$ cat config.mk
export PLATFORM = sky130hd
export DESIGN_NAME = alu_operand_loader
export DESIGN_NICKNAME = d
export VERILOG_FILES = /design/src/rtl/alu_operand_loader.sv
export SDC_FILE = /design/constraint.sdc
export NUM_CORES = 1
export LEC_CHECK = 0
export ABC_AREA = 1
export CORE_ASPECT_RATIO = 1.5
export CORE_MARGIN = 5
export CORE_UTILIZATION = 38
export DETAILED_ROUTE_END_ITERATION = 10
export PLACE_DENSITY = 0.67
export SLEW_MARGIN = 5
export SYNTH_ARGS = -nofsm -noshare
export SYNTH_HDL_FRONTEND = slang
export SYNTH_SLANG_ARGS = --single-unit
$ cat constraint.sdc
create_clock -name CLOCK_50 -period 2.2 [get_ports CLOCK_50]
set_input_delay 0.44 -clock CLOCK_50 [delete_from_list [all_inputs] [get_ports CLOCK_50]]
set_output_delay 0.44 -clock CLOCK_50 [all_outputs]
set_load 0.05 [all_outputs]
$ cat src/rtl/alu_operand_loader.sv
// rtl/alu_operand_loader.sv - loads operand A, operand B and an opcode one load press at a time, then offers them to the ALU stage
module alu_operand_loader #(
    parameter int DW  = 4,
    parameter int OPW = 3
) (
    input  logic           CLOCK_50,
    input  logic           RESET,
    input  logic [DW-1:0]  data_in,
    input  logic           load,
    input  logic           clear,
    input  logic           ready,
    output logic [DW-1:0]  a_out,
    output logic [DW-1:0]  b_out,
    output logic [OPW-1:0] op_out,
    output logic           valid,
    output logic [1:0]     state_out,
    output logic [7:0]     xfer_count
);

    typedef enum logic [1:0] {
        LOAD_A  = 2'b00,
        LOAD_B  = 2'b01,
        LOAD_OP = 2'b10,
        ISSUE   = 2'b11
    } state_t;

    state_t         state, state_nx;
    logic [DW-1:0]  a_nx, b_nx;
    logic [OPW-1:0] op_nx;
    logic [7:0]     count_nx;
    logic           s1, s2, s3;
    logic           load_edge;

    // load comes from a key: two flops resynchronise it, the third detects the rise
    always_ff @(posedge CLOCK_50 or posedge RESET) begin
        if (RESET) begin
            s1 <= 1'b0;
            s2 <= 1'b0;
            s3 <= 1'b0;
        end else begin
            s1 <= load;
            s2 <= s1;
            s3 <= s2;
        end
    end

    assign load_edge = s2 & ~s3;

    always_ff @(posedge CLOCK_50 or posedge RESET) begin
        if (RESET) begin
            state      <= LOAD_A;
            a_out      <= '0;
            b_out      <= '0;
            op_out     <= '0;
            xfer_count <= '0;
        end else begin
            state      <= state_nx;
            a_out      <= a_nx;
            b_out      <= b_nx;
            op_out     <= op_nx;
            xfer_count <= count_nx;
        end
    end

    always_comb begin
        state_nx = state;
        a_nx     = a_out;
        b_nx     = b_out;
        op_nx    = op_out;
        count_nx = xfer_count;
        if (clear) begin
            state_nx = LOAD_A;
            a_nx     = '0;
            b_nx     = '0;
            op_nx    = '0;
        end else begin
            case (state)
                LOAD_A: if (load_edge) begin
                    a_nx     = data_in;
                    state_nx = LOAD_B;
                end
                LOAD_B: if (load_edge) begin
                    b_nx     = data_in;
                    state_nx = LOAD_OP;
                end
                LOAD_OP: if (load_edge) begin
                    op_nx    = data_in[OPW-1:0];
                    state_nx = ISSUE;
                end
                ISSUE: if (ready) begin
                    count_nx = xfer_count + 8'd1;
                    state_nx = LOAD_A;
                end
                default: state_nx = LOAD_A;
            endcase
        end
    end

    assign valid     = (state == ISSUE);
    assign state_out = state;

endmodule

==> results.md, run 1 <==
- Top_reg_cell synth: dfrtp_1
- EDFF count, synth: 0
- Post-CTS Repair Setup Buffers: 0
- Warnings, synthesis: 0
- Max incr delay on CP: 0.86 ns
- Minimum clock period: 1.985 ns
- Sw power: 570.8 µW
- Pre-Repair DR Iteration Count: 4
- Worst Clk Skew: 0.004211 ns
- Final Hold Fails: 0
- CTS max path bufs: 2
- Syn Inst Count: 140
- Vias per inst: 4.573
- Final Cycle Share: 90.25%
- Reg power frac: 39.1%
- Post-route ant nets: 0
- Sw frac: 40.05%
- Iter 0 DRT Violations: 18
- Worst-path maximum fanout: 5
- Cell with the most instances after synthesis: nand2_1
- Design area: 0.001580 mm²
- Synth Area per Inst: 8.428 µm²
- Top cells by count, synth: 49 x nand2_1, 24 x dfrtp_1, 18 x inv_1, 18 x nand3_1, 11 x nor2_1
- # clock sinks: 24
- Initial antenna violation count: 0
- DR DRC count: 0
- HP Class: reg2reg
- Final Max Slew Viols: 0
- Worst setup EP type: primary output
- Status: complete, no violations
- Worst setup SP type: flop
- CP top delay family: buffers and inverters
- LEAKAGE: 0.8201 nW
- Hold-fix buffers, CTS: 0
- Clock power frac: 20.2%
- DR vias: 974
- WL final: 2.508 mm
- Max IR drop VDD: 0.0003888 V
- Sequential share of the synthesized area: 50.90%
- Largest net degree at the start of global routing: 25
- Critical Path Slowest Stage Cell: clkdlybuf4s50_1
- Synth area leaders: dfrtp_1 51%, nand2_1 16%, nand3_1 7.6%
- Worst path buffer plus inverter count: 1
- Worst skew pair latency: 0.26 ns
- Dpl hpwl: 2.027 mm
- Async set-reset flop share out of synthesis: 100.0%
- CP Class: reg2out
- Total power: 1.425 mW
- Share of cells above drive strength 1: 7.471%
- Vias in the first global route: 1067
- Comb pwr share: 40.7%
- Die area: 0.004342 mm²
- H-Tree Depth: 1
- Number of distinct library cells after synthesis: 17
- IO Pins: 31
- Pwr per Cell Area: 901.9 mW/mm²
- Cell taking the most area after synthesis: dfrtp_1
- Root Driver: clkbuf_8
- Yosys top cell area share: 50.90%
- Worst-path cell chain: clkdlybuf4s50_1
- Area after DPL: 0.001525 mm²
- First-pass GRT wire length: 4.581 mm
- Synth Register Bits: 24
- Number of I/O port buffers: 30
- Starting density of the core: 40.09%
- Unrepaired setup endpoints after global routing: false
- Syn nets: 155
- CTS tree: done
- Syn-to-layout area delta: 33.93%
- Die Ht: 78.25 µm
- Final setup violation count: 0
- Total grt overflow: 0
- Max-cap check violation count: 0
- Setup TNS: 0 ns
- Total global-route track usage: 12.61%
- CP Data Arrival Time: 1.55 ns
- Worst-path clk slew: 0.08 ns
- Final nets: 190
- N_diodes: 0
- Cell area after synthesis: 0.001180 mm²
- Worst Tran Pin Value: 0.5309 ns
- Internal: 854.4 µW
- FP Rows: 24
- GP Congestion: 0.7489
- Wire per inst: 11.77 µm
- Post-CTS Resized: 0
- Total CTS buffers: 3
- Slew margin rel.: 64.50%
- Data required, critical path: 1.76 ns
- Fmax: 503.7 MHz
- DIE WIDTH: 55.50 µm
- CORE AREA: 0.002943 mm²
==> cell type report <==
cell class | count | area (µm²)
clock buffers | 4 | 55.05
fillers | 300 | 1363
inverters | 20 | 80.08
multi-input cells | 94 | 483.0
flip-flops and latches | 24 | 600.6
well taps | 39 | 48.80
repair buffers | 32 | 312.8
==> placed cells by master (no fill, tap or decap) <==
cell type	count
clkinv_4	1
nor2_2	1
dfrtp_1	24
clkdlybuf4s50_1	29
nor2_1	11
nand2_1	49
nand3_1	18
nor2_4	2
inv_1	18
o21ai_1	1
inv_2	1
xor2_1	2
ha_1	6
clkbuf_8	4
buf_4	3
xnor2_1	2
nand4_1	1
nand3_4	1
==> state kept, by name (all words and copies together), names as in the netlist <==
register    count
xfer_count      8
a_out           4
b_out           4
op_out          3
state_out       2
s1              1
s2              1
s3              1
==> kinds of logic after synthesis <==
family | count (synthesis) | share of synthesized area (%)
AND/OR/NAND/NOR | 83 | 31.18
flip-flops | 24 | 50.90
buffers and inverters | 22 | 8.164
adder cells (fa/ha/maj) | 6 | 6.363
XOR/XNOR | 4 | 2.970
AO/OA/AOI/OAI | 1 | 0.4238
==> final timing paths <==
kind | startpoint | to | slack, ns | depth (start not counted)
setup / recovery | state_out[1] | state_out[1] | 0.21 | 1
hold / removal | s1 | s2 | 0.37 | 0
setup reg to reg | state_out[1] | xfer_count[5] | 0.85 | 6
hold reg to reg | s1 | s2 | 0.37 | 0
max in group asynchronous | RESET | b_out[3] | 1.45 | 3
min in group asynchronous | RESET | state_out[1] | 0.51 | 3
==> metal layers <==
layer  vias to the layer above  global-route usage, %  routed length [µm]
met1                       441                  12.87                1017
met3                         4                  3.284                 121
met5                         -                      0                   0
met4                         0                  3.893                  39
li1                        500                      -                   -
met2                        29                  24.53                1329
==> power groups by stage <==
stage                     Clock [mW]  Sequential (mW)  Combinational (mW)
after floorplan                    0            0.765               0.193
after global placement             0            0.562               0.573
after detailed placement           0            0.565               0.590
after CTS                      0.297            0.559               0.590
after global routing           0.318            0.569               0.631
final                          0.287            0.557               0.580
==> stage by stage <==
step / worst slack, ns / instances / hold WS (ns) / util (%)
2_1_floorplan: 0.2461 / 140 / 0.3312 / -
3_3_place_gp: 0.5419 / 209 / 0.3406 / 51.83
3_5_place_dp: 0.5056 / 209 / 0.3511 / 51.83
4_1_cts: 0.1921 / 213 / 0.3705 / 53.70
5_1_grt: 0.1555 / 213 / 0.3825 / 53.70
6_report: 0.2146 / 213 / 0.3651 / 53.70
Note: power is estimated with default switching activity, not from simulation.
==> run 2: changes to the inputs <==
--- a/config.mk
+++ b/config.mk
@@ -9,6 +9,7 @@
 export CORE_ASPECT_RATIO = 1.5
 export CORE_MARGIN = 5
 export CORE_UTILIZATION = 38
+export CTS_CLUSTER_DIAMETER = 80
 export DETAILED_ROUTE_END_ITERATION = 10
 export PLACE_DENSITY = 0.67
 export SLEW_MARGIN = 5
==> results of run 2 <==
The final DEF is identical to that of run 1; final timing and power are the same.
==> run 3: changes to the inputs <==
==> constraint.sdc (replaced) <==
create_clock -name CLOCK_50 -period 2.2 [get_ports CLOCK_50]
set_input_delay 0.22 -clock CLOCK_50 [delete_from_list [all_inputs] [get_ports CLOCK_50]]
set_output_delay 0.22 -clock CLOCK_50 [all_outputs]
set_load 0.05 [all_outputs]
==> run 3 against run 2 <==
Against the previous run: worst setup slack lost 0.033 ns; final cell count fell by 0.47%; non-clock buffer count is the same; die area is the same; fmax fell by 1.6%; highest routed layer unchanged.
==> results.md, run 3 (synthesized netlist as in run 1, its figures left out) <==
- Status: complete, no violations
- WL final: 2.394 mm (-4.5%)
- Comb pwr share: 41.9% (+1.2 points)
- Minimum clock period: 2.018 ns (+0.03272 ns)
- Final Max Slew Viols: 0 (unchanged)
- Slew margin rel.: 65.90% (+1.4 points)
- Die Ht: 78.25 µm (unchanged)
- Vias per inst: 4.665 (+2.0%)
- Post-route ant nets: 0 (unchanged)
- DIE WIDTH: 55.50 µm (unchanged)
- IO Pins: 31 (unchanged)
- Dpl hpwl: 1.992 mm (-1.7%)
- Worst-path maximum fanout: 5 (unchanged)
- Final nets: 190 (unchanged)
- Wire per inst: 11.29 µm (-4.1%)
- Final Hold Fails: 0 (unchanged)
- CTS max path bufs: 2 (unchanged)
- DR DRC count: 0 (unchanged)
- CTS tree: done
- Clock power frac: 17.5% (-2.7 points)
- DR vias: 989 (+1.5%)
- Vias in the first global route: 1058 (-0.84%)
- Most frequent cells in the layout: 49 x nand2_1, 30 x clkdlybuf4s50_1, 24 x dfrtp_1
- Max FFs per register: 8 (unchanged)
- N_diodes: 0 (unchanged)
- CP Class: reg2out
- Final Cycle Share: 91.73% (+1.5 points)
- Syn-to-layout area delta: 32.98%
- CP Data Arrival Time: 1.80 ns (+0.25 ns)
- Max IR drop VDD: 0.0004429 V (+14%)
- Initial antenna violation count: 0 (unchanged)
- Post-CTS Resized: 0 (unchanged)
- Top Registers: xfer_count x8, a_out x4, b_out x4
- Iter 0 DRT Violations: 7 (-11)
- FP Rows: 24 (unchanged)
- Worst Tran Pin Value: 0.5100 ns (-0.02093 ns)
- LEAKAGE: 0.8109 nW (-1.1%)
- Pre-CTS setup slack: 0.4628 ns (-0.04282 ns)
- Worst skew pair latency: 0.25 ns (about the same)
- Worst setup margin: 0.1819 ns (-0.03272 ns)
- Sw frac: 40.48% (+0.44 points)
- Share of cells above drive strength 1: 6.358% (-1.1 points)
- Worst Clk Skew: 0.001152 ns (-0.003059 ns)
- Worst setup EP type: primary output
- Max-cap check violation count: 0 (unchanged)
- Fill count: 295 (-1.7%)
- Top reg by flops: xfer_count
- CORE AREA: 0.002943 mm² (unchanged)
- Reg power frac: 40.5% (+1.4 points)
- Total CTS buffers: 3 (unchanged)
- Data required, critical path: 1.98 ns (+0.22 ns)
- First-pass GRT wire length: 4.340 mm (-5.3%)
- HP Class: in2async
- Layout Utilization: 53.32% (-0.38 points)
- Number of I/O port buffers: 30 (unchanged)
- Pre-Repair DR Iteration Count: 4 (unchanged)
- Setup TNS: 0 ns (unchanged)
- Most common cell after layout, fill and taps aside: nand2_1
- Pwr per Cell Area: 877.0 mW/mm² (-2.8%)
- Worst-path clk slew: 0.07 ns (about the same)
- Sw power: 557.1 µW (-2.4%)
- Internal: 818.9 µW (-4.2%)
- Fmax: 495.5 MHz (-1.6%)
- Final setup violation count: 0 (unchanged)
- Post-CTS Repair Setup Buffers: 0 (unchanged)
- Reg2reg path depth: 6 (unchanged)
- H-Tree Depth: 1 (unchanged)
- GP Congestion: 0.7676 (+2.5%)
- Die area: 0.004342 mm² (unchanged)
- Hold-fix buffers, CTS: 0 (unchanged)
- Starting density of the core: 40.09% (unchanged)
- Unrepaired setup endpoints after global routing: false
- Total grt overflow: 0 (unchanged)
- # clock sinks: 24 (unchanged)
- Largest net degree at the start of global routing: 25 (unchanged)
- Total global-route track usage: 12.17% (-0.44 points)
- Root Driver: clkbuf_8
- Worst setup SP type: flop
[run 3: path summary, 6_finish.rpt]
kind                              start             to  slack [ns]
max reg2reg                state_out[0]  xfer_count[7]        0.86
min                               RESET   state_out[0]        0.29
max in group asynchronous         RESET  xfer_count[7]        1.68
min in group CLOCK_50                s1             s2        0.35
max                        state_out[0]          valid        0.18
min reg2reg                          s1             s2        0.35
[run 3: worst max-delay path: stages (launching register included)]
cell and delay [ns]:
dfrtp_1 0.42, ha_1 0.28, clkdlybuf4s50_1 0.84
[run 3: layout make-up]
class | instances | area, µm² | share of cell area [%]
clock buffers | 3 | 41.29 | 2.632
inverters | 20 | 80.08 | 5.104
multi-input cells | 94 | 483.0 | 30.78
flip-flops and latches | 24 | 600.6 | 38.28
repair buffers | 32 | 315.3 | 20.10
well taps | 39 | 48.80 | 3.110
[run 3: stage by stage]
step	hold slack (ns)	cells	area (µm²)	total power, mW
3_5_place_dp	0.3364	209	1528	1.151
6_report	0.2922	212	1569	1.376
3_3_place_gp	0.3385	209	1528	1.138
5_1_grt	0.3245	212	1569	1.476
2_1_floorplan	0.2346	140	1180	0.9580
4_1_cts	0.3000	212	1569	1.396
[run 3: power groups by stage]
| stage | logic (mW) | registers (mW) | clock network [mW] |
|---|---|---|---|
| 3_5_place_dp | 0.585 | 0.566 | 0 |
| 2_1_floorplan | 0.193 | 0.765 | 0 |
| 5_1_grt | 0.635 | 0.568 | 0.273 |
| 6_report | 0.577 | 0.558 | 0.241 |
| 4_1_cts | 0.587 | 0.558 | 0.250 |
| 3_3_place_gp | 0.576 | 0.562 | 0 |
[run 3: metal layers]
metal  vias to the layer above  track usage (%)  part of all wire [%]  wire length [µm]
met5                         -                0                     0                 0
met4                         0            2.920                  0.63                15
met3                         2            3.284                   6.1               145
met2                        31            24.17                    53              1263
met1                       459            12.28                    41               970
li1                        497                -                     -                 -
